--- config.mk ---
export PLATFORM = sky130hd
export DESIGN_NAME = mult_arbiter
export DESIGN_NICKNAME = d
export VERILOG_FILES = /design/src/rtl/mult_arbiter.sv
export SDC_FILE = /design/constraint.sdc
export NUM_CORES = 1
export LEC_CHECK = 0
export CORE_MARGIN = 2
export CORE_UTILIZATION = 58
export CTS_BUF_LIST = sky130_fd_sc_hd__clkbuf_8
export DETAILED_ROUTE_END_ITERATION = 8
export GPL_ROUTABILITY_DRIVEN = 1
export PLACE_DENSITY = 0.89
export SETUP_SLACK_MARGIN = 0.15
export SKIP_CTS_REPAIR_TIMING = 1
export SYNTH_ARGS = -nofsm -noshare
export SYNTH_HDL_FRONTEND = slang
export SYNTH_SLANG_ARGS = --single-unit
--- constraint.sdc ---
create_clock -name cclk -period 6.8 [get_ports cclk]
set_clock_uncertainty 0.15 [all_clocks]
set_input_delay 1.36 -clock cclk [delete_from_list [all_inputs] [get_ports cclk]]
set_output_delay 1.36 -clock cclk [all_outputs]
set_load 0.02 [all_outputs]
--- src/rtl/mult_arbiter.sv ---
// Round-robin arbiter/sequencer sharing one registered 8x8 signed multiplier among NUM_REQ clients.
// Optional overflow flag output res_ovf enabled by defining MULT_ARB_OVF_EN.

module multiplier_8bit (
    input  logic              clk,
    input  logic signed [7:0] x,
    input  logic signed [7:0] y,
    output logic signed [15:0] z
);
    // Registered full-width product; intentionally unreset, consumers gate it with valid.
    always_ff @(posedge clk) begin
        z <= x * y;
    end
endmodule

module mult_arbiter #(
    parameter int unsigned NUM_REQ = 4,
    parameter int unsigned ID_W    = 2
) (
    input  logic                 cclk,
    input  logic                 rst,
    input  logic [NUM_REQ-1:0]   req,
    input  logic [8*NUM_REQ-1:0] x_bus,
    input  logic [8*NUM_REQ-1:0] y_bus,
    output logic [NUM_REQ-1:0]   gnt,
    output logic                 res_valid,
    input  logic                 res_ready,
    output logic [ID_W-1:0]      res_id,
    output logic [15:0]          res_z,
`ifdef MULT_ARB_OVF_EN
    output logic                 res_ovf,
`endif
    output logic                 busy
);
    localparam int unsigned OP_W = 8;
    localparam int unsigned Z_W  = 16;

    typedef enum logic [1:0] {IDLE, MUL, DONE} state_t;

    state_t              state, state_n;
    logic [NUM_REQ-1:0]  gnt_n;
    logic                valid_n, busy_n, grant, any;
    logic [ID_W-1:0]     id_n, last, last_n, win, cand;
    logic signed [OP_W-1:0] op_x, op_y, opx_n, opy_n, sel_x, sel_y;
    logic signed [Z_W-1:0]  z;
    int                  idx;

    multiplier_8bit u_mul (
        .clk (cclk),
        .x   (op_x),
        .y   (op_y),
        .z   (z)
    );

    // Round-robin search starting just after the last winner, plus its operand mux.
    always_comb begin
        any   = 1'b0;
        win   = '0;
        idx   = 0;
        cand  = '0;
        sel_x = '0;
        sel_y = '0;
        for (int k = 1; k <= int'(NUM_REQ); k++) begin
            idx = int'(last) + k;
            if (idx >= int'(NUM_REQ)) idx = idx - int'(NUM_REQ);
            cand = ID_W'(idx);
            if (!any && req[cand]) begin
                any = 1'b1;
                win = cand;
            end
        end
        for (int i = 0; i < int'(NUM_REQ); i++) begin
            if (win == ID_W'(i)) begin
                sel_x = x_bus[i*OP_W +: OP_W];
                sel_y = y_bus[i*OP_W +: OP_W];
            end
        end
    end

    always_comb begin
        state_n = state;
        gnt_n   = '0;
        valid_n = res_valid;
        id_n    = res_id;
        opx_n   = op_x;
        opy_n   = op_y;
        last_n  = last;
        grant   = 1'b0;
        case (state)
            IDLE: grant = any;
            MUL: begin
                state_n = DONE;
                valid_n = 1'b1;
            end
            DONE: begin
                if (res_ready) begin
                    grant   = any;
                    state_n = IDLE;
                    valid_n = 1'b0;
                end
            end
            default: state_n = IDLE;
        endcase
        if (grant) begin
            state_n = MUL;
            valid_n = 1'b0;
            gnt_n   = NUM_REQ'(1) << win;
            opx_n   = sel_x;
            opy_n   = sel_y;
            id_n    = win;
            last_n  = win;
        end
        busy_n = (state_n != IDLE);
    end

    always_ff @(posedge cclk) begin
        if (rst) begin
            state     <= IDLE;
            gnt       <= '0;
            res_valid <= 1'b0;
            res_id    <= '0;
            op_x      <= '0;
            op_y      <= '0;
            last      <= ID_W'(NUM_REQ - 1);
            busy      <= 1'b0;
        end else begin
            state     <= state_n;
            gnt       <= gnt_n;
            res_valid <= valid_n;
            res_id    <= id_n;
            op_x      <= opx_n;
            op_y      <= opy_n;
            last      <= last_n;
            busy      <= busy_n;
        end
    end

    // The unreset multiplier output is only exposed while a result is valid.
    assign res_z = res_valid ? Z_W'(z) : 16'h0000;

`ifdef MULT_ARB_OVF_EN
    assign res_ovf = res_valid && !((&z[15:7]) || !(|z[15:7]));
`endif
endmodule

==> flow_metrics.tcl <==
set metrics [dict create \
    tritoncts "done" \
    wl_per_cell_microns 15.11 \
    place_congestion 0.8793 \
    initial_core_util_pct 60.59 \
    port_buffers 94 \
    first_iter_violations 219 \
    powerDensity_nw_per_um2 205.6 \
    drc_errors 0 \
    cts_num_sinks 44 \
    grt_use_total_pct 25.69 \
    hold_path_startpoint "res_id[1]" \
    cap_violations 0 \
    rsz0062_at_grt "false" \
    synth_top_family_by_area "adder cells" \
    synth.area.top_cells "fa_1 (25%), dfxtp_1 (20%), and2_1 (8.8%), ha_1 (8.1%), inv_1 (7.3%)" \
    first_pass_iters 5 \
    synth_cell_types 46 \
    synthMuxAreaShare_pct 4.427 \
    seq_area_frac_synth_pct 19.73 \
    fp.coreArea_sq_um 7370 \
    slew_headroom_pct 21.73 \
    cts-htree-levels 2 \
    synth_xor_area_share_pct 3.138 \
    tightest_slew_ns 1.168 \
    critPathKind "register to register" \
    timing.rr.start "op_x[7]" \
    cp_max_fo 9 \
    finalSetupViolations 0 \
    synth_edf_count 0 \
    grt_pass1_vias 3806 \
    viasPerCell 5.461 \
    synthCells 493 \
    antenna_cells 0 \
    insertion_delay_ns 0.30 \
    vias 3708 \
    synth_seq_cells 44 \
    fin_crit_sh_pct 68.47 \
    yosysMostFrequentCell "inv_1" \
    netlist_top_cells_count "inv_1 (87), and2_1 (63), fa_1 (55)" \
    cp.required_ns 6.89 \
    ir_drop_uv 118.2 \
    core.rowCount 31 \
    layout-drive-gt1-share_pct 5.345 \
    synth-simple-area-share_pct 19.56 \
    tns_ns 0 \
    ys.flop_type "dfxtp_1" \
    cts_root_buffer "clkbuf_8" \
    hold_class "register to register" \
    overflow 0 \
    clock.fmax_mhz 214.8 \
    final_nets 734 \
    grt_start_max_net_pins 28 \
    arrival_ns 4.75 \
    clockBufferDepth 2 \
    yosysTopAreaCell "fa_1" \
    fin_util_pct 75.31 \
    fin_crit_ns 4.656 \
    crit_start "op_x[7]" \
    io_pins 95 \
    slew_violations 0 \
    dp_hpwl_microns 8302 \
    end_kind "register" \
    cts_made_buffers 5 \
    synth_fa_ha_area_share_pct 32.78 \
    power.leakage_nw 2.452 \
    outcome "finished clean" \
    syn_nets 648 \
    start_kind "register" \
    synth_compound_area_share_pct 11.15 \
    antenna_left 0 \
    grt_pass1_wl_microns 17520 \
    die_w_microns 91.75 \
    syn_avg_cell_area_sq_um 9.058 \
    dieHeight_microns 91.75 \
    hold_violations 0 \
    netlist_area_sq_um 4466 \
    netlist.area_leader.share_pct 24.66 \
    synthArstFlopShare_pct 0 \
    area_delta_synth_final_pct 24.29 \
    clk_pin_slew_ns 0.09 \
    grt_antenna_before_repair 0 \
    dieArea_sq_um 8417 \
    routed_wl_microns 10260 \
    yosysWarnings 0 \
]
[report_power, final]
group          internal (mW)  switching (mW)  total (mW)
clock                 0.0824          0.0975       0.180
combinational          0.283           0.306       0.590
sequential             0.319          0.0528       0.372
total                  0.685           0.456        1.14
[layout by cell type (no fill, tap or decap), drive strengths merged, types with 13 or more instances in the layout]
| master | Yosys | layout |
|---|---|---|
| and2 | 63 | 63 |
| fa | 55 | 55 |
| clkdlybuf4s50 | 0 | 94 |
| dfxtp | 44 | 44 |
| xnor2 | 15 | 15 |
| a221o | 13 | 13 |
| nand2 | 31 | 31 |
| a21oi | 27 | 27 |
| ha | 29 | 29 |
| mux2 | 14 | 14 |
| nand3 | 13 | 13 |
| inv | 87 | 87 |
| nor2 | 18 | 18 |
[final cells by class]
type / instances / area [sq um]
Clock buffer: 6 / 82.58
Clock inverter: 2 / 15.01
Fill cell: 539 / 1819
Inverter: 87 / 326.6
Multi-Input combinational cell: 346 / 3173
Sequential cell: 44 / 880.8
Tap cell: 99 / 123.9
Timing Repair Buffer: 95 / 948.4
[per-stage QoR]
step           hold WS [ns]  total power, mW  area (sq um)  std cells  setup slack (ns)
2_1_floorplan        0.3616           0.8057          4466        493             2.494
3_3_place_gp         0.3021           0.9338          5453        671             2.325
3_5_place_dp         0.3117           0.9692          5453        671             2.179
4_1_cts              0.3278            1.150          5550        679             2.152
5_1_grt              0.3542            1.248          5550        679             1.900
6_report             0.3278            1.141          5550        679             2.144
[critical path, cell delays in order (launching register included)]
cell and delay, ns:
dfxtp_1 0.40, and2_1 0.24, fa_1 0.63, inv_1 0.16, fa_1 0.57, inv_1 0.06, fa_1 0.53, inv_1 0.06
fa_1 0.53, inv_1 0.04, ha_1 0.36, o21a_1 0.14, o2bb2ai_1 0.14, a31oi_1 0.08, a21o_1 0.21, a21oi_1 0.16
xnor2_1 0.12
[final timing paths]
kind	endpoint	slack, ns	cells after the start
max	u_mul.z[14]	2.14	16
min	res_id[1]	0.33	2
max reg2reg	u_mul.z[14]	2.14	16
min reg2reg	res_id[1]	0.33	2
[state kept, by name, summed over array words and instances, names as in the netlist]
signal,cells
op_y,8
u_mul.z,16
last,2
gnt,4
state,2
res_valid,1
res_id,2
busy,1
op_x,8
[logic make-up after synthesis]
kind of cell / after synthesis
xor+xnor: 16
compound gates: 68
mux: 18
simple gates: 160
flops: 44
fa+ha+maj: 84
buf+inv: 103
[metal layers]
| metal | up-vias | part of all wire [%] | track usage (%) |
|---|---|---|---|
| met5 | - | 0 | 0 |
| met4 | 0 | 1.5 | 5.970 |
| met3 | 14 | 4.3 | 3.451 |
| met2 | 119 | 54 | 46.94 |
| met1 | 1819 | 40 | 32.21 |
| li1 | 1756 | - | - |
No activity file was read; power rests on OpenSTA's default activity.
